$ cat config.mk
export PLATFORM = sky130hd
export DESIGN_NAME = data_sram_axi_bridge
export DESIGN_NICKNAME = d
export VERILOG_FILES = /design/src/rtl/data_sram_axi_bridge_pkg.sv /design/src/rtl/data_sram_axi_bridge_wstrb.sv /design/src/rtl/data_sram_axi_bridge.sv
export SDC_FILE = /design/constraint.sdc
export NUM_CORES = 1
export LEC_CHECK = 0
export CORE_AREA = 2 2 120 122
export DETAILED_ROUTE_END_ITERATION = 10
export DIE_AREA = 0 0 122 124
export DONT_BUFFER_PORTS = 1
export PLACE_DENSITY = 0.47
export SKIP_LAST_GASP = 1
export SYNTH_ARGS = -nofsm -noshare
export SYNTH_HDL_FRONTEND = slang
export SYNTH_SLANG_ARGS = --single-unit
$ cat constraint.sdc
create_clock -name cpu_clk -period 7.05 [get_ports cpu_clk]
set_input_delay 2.115 -clock cpu_clk [delete_from_list [all_inputs] [get_ports cpu_clk]]
set_output_delay 2.115 -clock cpu_clk [all_outputs]
set_load 0.01 [all_outputs]
$ cat src/rtl/data_sram_axi_bridge_pkg.sv
// Shared definitions for the data-side SRAM-like to AXI3 bridge: FSM encoding,
// access-size codes and the fixed AXI field values used for single-beat traffic.
package data_sram_axi_bridge_pkg;

  typedef enum logic [2:0] {
    ST_IDLE    = 3'd0,
    ST_RD_ADDR = 3'd1,
    ST_RD_DATA = 3'd2,
    ST_WR_REQ  = 3'd3,
    ST_WR_RESP = 3'd4
  } bridge_state_e;

  localparam logic [1:0] SIZE_BYTE = 2'd0;
  localparam logic [1:0] SIZE_HALF = 2'd1;
  localparam logic [1:0] SIZE_WORD = 2'd2;

  localparam logic [1:0] AXI_BURST_INCR = 2'b01;
  localparam logic [3:0] AXI_LEN_SINGLE = 4'd0;
  localparam logic [3:0] AXI_ID_DEFAULT = 4'h1;

  // Size code 3 is not a legal CPU access; it is issued as a word.
  function automatic logic [2:0] axi_size(input logic [1:0] size);
    return (size == 2'd3) ? {1'b0, SIZE_WORD} : {1'b0, size};
  endfunction

endpackage

$ cat src/rtl/data_sram_axi_bridge_wstrb.sv
// Byte-lane strobe generator: access size plus the low address bits give the
// little-endian write strobes for a 32-bit bus.
module data_wstrb_gen
  import data_sram_axi_bridge_pkg::*;
(
  input  logic [1:0] size,
  input  logic [1:0] addr_lo,
  output logic [3:0] wstrb
);

  always_comb begin
    wstrb = 4'b1111;
    case (size)
      SIZE_BYTE: wstrb = 4'b0001 << addr_lo;
      SIZE_HALF: wstrb = addr_lo[1] ? 4'b1100 : 4'b0011;
      default:   wstrb = 4'b1111;
    endcase
  end

endmodule

$ cat src/rtl/data_sram_axi_bridge.sv
// Responder for the CPU data-side SRAM-like port: one request at a time is turned
// into a single-beat AXI3 read or write, and completion is returned as a pulse.
module data_sram_axi_bridge
  import data_sram_axi_bridge_pkg::*;
#(
  parameter logic [3:0] AXI_ID = AXI_ID_DEFAULT
) (
  input  logic        cpu_clk,
  input  logic        cpu_rst,
  input  logic        data_req,
  input  logic        data_wr,
  input  logic [1:0]  data_size,
  input  logic [31:0] data_addr,
  input  logic [31:0] data_wdata,
  output logic        data_addr_ok,
  output logic        data_data_ok,
  output logic [31:0] data_rdata,
  output logic [3:0]  arid,
  output logic [31:0] araddr,
  output logic [3:0]  arlen,
  output logic [2:0]  arsize,
  output logic [1:0]  arburst,
  output logic [1:0]  arlock,
  output logic [3:0]  arcache,
  output logic [2:0]  arprot,
  output logic        arvalid,
  input  logic        arready,
  input  logic [3:0]  rid,
  input  logic [31:0] rdata,
  input  logic [1:0]  rresp,
  input  logic        rlast,
  input  logic        rvalid,
  output logic        rready,
  output logic [3:0]  awid,
  output logic [31:0] awaddr,
  output logic [3:0]  awlen,
  output logic [2:0]  awsize,
  output logic [1:0]  awburst,
  output logic [1:0]  awlock,
  output logic [3:0]  awcache,
  output logic [2:0]  awprot,
  output logic        awvalid,
  input  logic        awready,
  output logic [3:0]  wid,
  output logic [31:0] wdata,
  output logic [3:0]  wstrb,
  output logic        wlast,
  output logic        wvalid,
  input  logic        wready,
  input  logic [3:0]  bid,
  input  logic [1:0]  bresp,
  input  logic        bvalid,
  output logic        bready,
  output logic [2:0]  dbg_state
);

  // Handshakes: a transfer happens on the rising edge where valid and ready are
  // both high. Our valids rise only from state, never wait on ready, and hold
  // with stable payload until their own transfer; our readys are plain state decodes.

  bridge_state_e state_q, state_d;
  logic [1:0]    size_q, size_d;
  logic [31:0]   addr_q, addr_d;
  logic [31:0]   wdata_q, wdata_d;
  logic [3:0]    wstrb_q, wstrb_d;
  logic [31:0]   rdata_q, rdata_d;
  logic          aw_done_q, aw_done_d;
  logic          w_done_q, w_done_d;
  logic          data_ok_q, data_ok_d;

  logic [3:0] req_wstrb;
  logic       accept;
  logic       ar_hs, r_hs, aw_hs, w_hs, b_hs;
  logic       aw_done_n, w_done_n, wr_both_done;

  // Responses carry nothing the pipeline consumes; completion is unconditional.
  logic unused_resp;
  assign unused_resp = ^{rid, rresp, rlast, bid, bresp};

  data_wstrb_gen u_wstrb_gen (
    .size    (data_size),
    .addr_lo (data_addr[1:0]),
    .wstrb   (req_wstrb)
  );

  assign accept       = data_addr_ok;
  assign ar_hs        = arvalid & arready;
  assign r_hs         = rready & rvalid;
  assign aw_hs        = awvalid & awready;
  assign w_hs         = wvalid & wready;
  assign b_hs         = bready & bvalid;
  assign aw_done_n    = aw_done_q | aw_hs;
  assign w_done_n     = w_done_q | w_hs;
  assign wr_both_done = aw_done_n & w_done_n;

  always_ff @(posedge cpu_clk or posedge cpu_rst) begin
    if (cpu_rst) begin
      state_q <= ST_IDLE;
    end else begin
      state_q <= state_d;
    end
  end

  always_comb begin
    state_d = state_q;
    case (state_q)
      ST_IDLE: begin
        if (accept) state_d = data_wr ? ST_WR_REQ : ST_RD_ADDR;
      end
      ST_RD_ADDR: if (ar_hs) state_d = ST_RD_DATA;
      ST_RD_DATA: if (r_hs) state_d = ST_IDLE;
      ST_WR_REQ:  if (wr_both_done) state_d = ST_WR_RESP;
      ST_WR_RESP: if (b_hs) state_d = ST_IDLE;
      default:    state_d = ST_IDLE;
    endcase
  end

  always_comb begin
    data_addr_ok = 1'b0;
    arvalid      = 1'b0;
    rready       = 1'b0;
    awvalid      = 1'b0;
    wvalid       = 1'b0;
    bready       = 1'b0;
    case (state_q)
      ST_IDLE:    data_addr_ok = data_req & ~cpu_rst;
      ST_RD_ADDR: arvalid = 1'b1;
      ST_RD_DATA: rready = 1'b1;
      ST_WR_REQ: begin
        awvalid = ~aw_done_q;
        wvalid  = ~w_done_q;
      end
      ST_WR_RESP: bready = 1'b1;
      default:    data_addr_ok = 1'b0;
    endcase
  end

  // Request fields are captured once at accept; load/store direction is held in the state.
  always_comb begin
    size_d    = size_q;
    addr_d    = addr_q;
    wdata_d   = wdata_q;
    wstrb_d   = wstrb_q;
    rdata_d   = rdata_q;
    aw_done_d = 1'b0;
    w_done_d  = 1'b0;
    data_ok_d = r_hs | b_hs;
    if (accept) begin
      size_d  = data_size;
      addr_d  = data_addr;
      wdata_d = data_wdata;
      wstrb_d = req_wstrb;
    end
    if (r_hs) rdata_d = rdata;
    if ((state_q == ST_WR_REQ) && !wr_both_done) begin
      aw_done_d = aw_done_n;
      w_done_d  = w_done_n;
    end
  end

  always_ff @(posedge cpu_clk or posedge cpu_rst) begin
    if (cpu_rst) begin
      size_q    <= SIZE_BYTE;
      addr_q    <= '0;
      wdata_q   <= '0;
      wstrb_q   <= '0;
      rdata_q   <= '0;
      aw_done_q <= 1'b0;
      w_done_q  <= 1'b0;
      data_ok_q <= 1'b0;
    end else begin
      size_q    <= size_d;
      addr_q    <= addr_d;
      wdata_q   <= wdata_d;
      wstrb_q   <= wstrb_d;
      rdata_q   <= rdata_d;
      aw_done_q <= aw_done_d;
      w_done_q  <= w_done_d;
      data_ok_q <= data_ok_d;
    end
  end

  assign data_data_ok = data_ok_q;
  assign data_rdata   = rdata_q;
  assign dbg_state    = state_q;

  assign arid    = AXI_ID;
  assign araddr  = addr_q;
  assign arlen   = AXI_LEN_SINGLE;
  assign arsize  = axi_size(size_q);
  assign arburst = AXI_BURST_INCR;
  assign arlock  = 2'b00;
  assign arcache = 4'h0;
  assign arprot  = 3'h0;

  assign awid    = AXI_ID;
  assign awaddr  = addr_q;
  assign awlen   = AXI_LEN_SINGLE;
  assign awsize  = axi_size(size_q);
  assign awburst = AXI_BURST_INCR;
  assign awlock  = 2'b00;
  assign awcache = 4'h0;
  assign awprot  = 3'h0;

  assign wid   = AXI_ID;
  assign wdata = wdata_q;
  assign wstrb = wstrb_q;
  assign wlast = 1'b1;

endmodule

## Word-level counts from Yosys, hierarchy flattened

Cells that the tools add are included.

| storage, ports and cells | value |
|---|---|
| bits in registers | 108 |
| output and inout bits | 191 |
| logic and storage cells | 57 |

| cells by class | value |
|---|---|
| equal/unequal tests | 11 |
| shifts and indexed selects | 1 |
| mux-type cells | 18 |
| bitwise operators | 13 |
| reduce and logical (&&, ||, !) cells | 5 |

Operator list:

| operator | count |
|---|---|
| $mux 3 | 5 |
| $pmux 3 s5 | 1 |
| $ne 2x2->1 const B | 5 |
| $mux 1 | 8 |
| $pmux 4 s2 | 1 |
| $and 1x1->1 | 7 |
| $eq 3x2->1 const B | 2 |
| $reduce_and 5->1 | 1 |
| $mux 2 | 2 |
| $mux 4 | 1 |
| $shl 1x2->4 const A | 1 |
| $eq 3x1->1 const B | 1 |
| $eq 3x3->1 const B | 1 |
| $logic_not 3->1 | 1 |
| $not 1->1 | 3 |
| $or 1x1->1 | 3 |
| $eq 2x1->1 const B | 1 |
| $eq 2x2->1 const B | 1 |
| $logic_not 2->1 | 1 |
| $logic_and 1x1->1 | 1 |
| $logic_not 1->1 | 1 |

## Depth between registers and ports, before layout

| depth | value |
|---|---|
| depth after elaboration | 8 |
| gate-level depth with buffers | 7 |
| mapped depth without buffers | 4 |

## Modules after synthesis

A second synthesis with hierarchy kept.

| unflattened totals | value |
|---|---|
| cells, all modules | 343 |
| area, all modules | 4835.9 µm² |

By module, submodules not included:

| module | times used | cells each | area each (µm²) | seq. area each (µm²) |
|---|---|---|---|---|
| data_sram_axi_bridge | 1 | 336 | 4792.1 | 2702.6 |
| data_wstrb_gen | 1 | 7 | 43.8 | 0.0 |

## Worst setup path after synthesis

Ideal clock, no wire load.

| path | value |
|---|---|
| path kind | input port to output port |
| from | input port cpu_rst |
| to | output port data_addr_ok |
| arrival time | 2928 ps |
| data required time | 4935 ps |
| path slack | 2007 ps |
| stages | 4 |
| path buffers | 2 |
| path through | nand2b_1 -> nor4_4 -> buf_2 -> buf_2 |

| on the way | value |
|---|---|
| cells in the longest elaborated chain, start to end | 3 |

Ends and longest elaborated chain:

| element | line | text |
|---|---|---|
| start: declaration | data_sram_axi_bridge.sv:9 | `input logic cpu_rst,` |
| $not 1->1 | data_sram_axi_bridge.sv:126 | `ST_IDLE: data_addr_ok = data_req & ~cpu_rst;` |
| $and 1x1->1 | data_sram_axi_bridge.sv:126 |  |
| $mux 1 | data_sram_axi_bridge.sv:125 | `case (state_q)` |
| end: declaration | data_sram_axi_bridge.sv:15 | `output logic data_addr_ok,` |

Every way passes these cells.

## Worst setup path in the final report

Ends and elaborated chain as after synthesis.

==> results by group <==
Place
  • Buffers added on ports: 0
  • Post-DP HPWL: 6.592 mm
  • GP Congestion: 0.6542
  • Placed Cells: 480
  • Post-DP Area: 4618 um^2

Die
  • Num ports: 311
  • Die span in x: 122 um
  • Initial Utilization: 0.3601
  • Die H: 124 um
  • FP Rows: 43
  • Core area: 13720 um^2
  • Die ar.: 15130 um^2

Power
  • Maximum vdd drop: 0.1788 mV
  • Pint: 1.584 mW
  • Switching pwr: 0.8570 mW
  • PwrDens: 494.7 nW/um^2
  • Switching Share: 0.3511
  • Seq pwr share: 0.564
  • Clk pwr share: 0.220
  • Pwr Total: 2.441 mW
  • Comb power frac: 0.216
  • P_leak: 2.190 nW

Detailed routing
  • Final ANT Viol Nets: 0
  • WL/cell: 18.58 um
  • DRC Markers: 0
  • DR pass1 iterations: 3
  • Via Count: 2291
  • Vias per inst: 4.628
  • 1st-iter DRT viols: 66
  • Routed WL: 9.197 mm

Layout
  • Fillers: 1336
  • Fin nets: 431
  • ANT cells: 0
  • Commonest non-fill, non-tap cell in the layout: dfrtp_1
  • Final Util: 0.3597
  • Layout cell share with drive strength beyond 1: 0.3841
  • Most frequent cells in the layout: 108 x dfrtp_1, 69 x mux2_2, 45 x conb_1, 29 x mux2_4, 11 x nor2_1
  • Area Growth Syn to Fin: -0.1267%
  • Final std cell area, no fill: 4935 um^2
  • Non-filler instance count after layout: 495

Status
  • Outcome: finished, final reports clean

STA
  • Final setup fails: 0
  • Post-route minimum period: 5213 ps
  • Period utilization: 0.7395
  • Slew @ Worst Pin: 817.2 ps
  • Rel. slew slack: 0.4552
  • Final hold vios: 0
  • Clock Skews: 7.413 ps
  • Fmax: 191.8 MHz
  • Setup TNS: 0 ps
  • Pins Over Slew Limit: 0
  • RSZ-0062 raised after global routing: no

Yosys
  • Top cells by area, synth: dfrtp_1 55%, mux2_2 16%, buf_4 12%
  • Total number of yosys warnings: 0
  • Dominant cell type by area after synthesis: dfrtp_1
  • Cell Area, Synth: 4941 um^2
  • Syn_area_per_cell: 14.20 um^2
  • Top-area cell type share of the netlist area: 0.5470
  • Distinct cell type count after synthesis: 32
  • Synthesized flop and latch total: 108
  • Post-synthesis sequential area ratio: 0.5470
  • Syn Inst Count: 348

Setup path
  • Worst setup EP type: output pin
  • Worst Path Max Fanout: 54
  • Critical Path RT: 4930 ps
  • Worst path max stage delay: 550 ps
  • Worst Setup Start Kind: primary input
  • Slowest-stage cell, CP: buf_4
  • Crit path DAT: 3100 ps
  • Critical path class: primary input to output pin
  • Critical-path cell list: nand2b_1 > nor4_4 > buf_4

Clock network
  • H-tree levels: 3
  • Worst-skew pair later-pin latency: 350 ps
  • Root buffer cell: clkbuf_16
  • CTS-repair resized insts: 0
  • Clock tree buffer depth: 2
  • Clock sinks: 108
  • TritonCTS buffer count: 9
  • Setup Fix Bufs, Post-CTS: 0
  • Clk pin slew, worst setup/hold paths: 60 ps
  • CTS Hold Buffers Added: 0
  • CTS tree: yes

Global route
  • Total grt overflow: 0
  • Largest net degree at the start of global routing: 66
  • First-pass GRT wire length: 13.25 mm
  • All-Layer GR Usage: 0.1170
  • Antenna violations before repair: 0
  • Vias in the first global route: 2290

Job
  • Max_cap viols: 0

Min path
  • Worst hold path type: flip-flop to flip-flop
[state kept, by name (all words and copies together), names as in the netlist]
name / cells
w_done_q: 1
data_data_ok: 1
wstrb: 4
wdata: 32
dbg_state: 3
aw_done_q: 1
araddr: 32
size_q: 2
data_rdata: 32
[worst max-delay path: cells and delay by family]
family | cells | cell delay (ps)
buffers and inverters | 1 | 550
and+or+nand+nor | 2 | 360
[routing by layer]
metal | track usage | vias up | wire length (um)
li1 | - | 968 | -
met1 | 0.1317 | 1144 | 3455
met2 | 0.1854 | 167 | 4362
met3 | 0.06044 | 12 | 1207
met4 | 0.05316 | 0 | 171
met5 | 0 | - | 0
[worst paths after layout]
kind                                          start                    endpoint  slack [ps]  cells after the start
hold reg to reg                 aw_done_q$_DFF_PP0_          w_done_q$_DFF_PP0_         450                      1
setup / recovery                            cpu_rst                data_addr_ok        1840                      3
setup reg to reg           dbg_state[2]$_DFFE_PP0P_   data_rdata[5]$_DFFE_PP0P_        4850                      4
max in group asynchronous                   cpu_rst  data_rdata[18]$_DFFE_PP0P_        4120                      2
min in group asynchronous                   cpu_rst  data_rdata[23]$_DFFE_PP0P_        1680                      1
hold / removal                  aw_done_q$_DFF_PP0_          w_done_q$_DFF_PP0_         450                      1
[through the flow]
stage | worst slack (ps) | hold slack, ps
2_1_floorplan | 2007 | 432.2
4_1_cts | 1806 | 453.1
6_report | 1837 | 449.7
5_1_grt | 1721 | 492.2
3_3_place_gp | 1839 | 442.4
3_5_place_dp | 1830 | 442.9
[area by class of cell]
type                       instances  area (um^2)  share of cell area
multi-input combinational        185         1650              0.3344
inverter                           4        17.52            0.003550
tap                              180        225.2             0.04564
clock inverter                     4        73.82             0.01496
clock buffer                      11        242.7             0.04919
timing repair buffer               3        22.52            0.004564
sequential                       108         2703              0.5477
[cells in the mapped netlist (all sizes together)]
library cell    n
buf            93
o21bai          1
a311o           1
nand2b          4
nand3b          1
clkbuf          1
or3b            1
o211a           1
a21o            1
o221ai          1
and3b           1
conb            2
nor2b           1
and2            3
nor2           11
o22a            1
mux2           98
nor3            1
nand2           1
nor4            2
inv             4
dfrtp         108
a21oi           2
a31oi           3
o21ai           4
o2bb2ai         1
[cell families (layout without fill, tap and decap cells)]
kind of cell,Yosys count,after routing,synth area share
buf+inv,98,22,0.1517
compound gates,16,16,0.02229
mux,98,98,0.2454
other cells,2,45,0.001520
simple gates,26,26,0.03216
flops,108,108,0.5470
[power groups by stage]
| stage | clock network (mW) | registers [mW] | logic [mW] |
|---|---|---|---|
| 2_1_floorplan | 0 | 1.25 | 0.725 |
| 3_3_place_gp | 0 | 1.40 | 0.518 |
| 3_5_place_dp | 0 | 1.39 | 0.534 |
| 4_1_cts | 0.559 | 1.39 | 0.536 |
| 5_1_grt | 0.583 | 1.43 | 0.577 |
| 6_report | 0.537 | 1.38 | 0.526 |
Note: power is estimated with default switching activity, not from simulation.
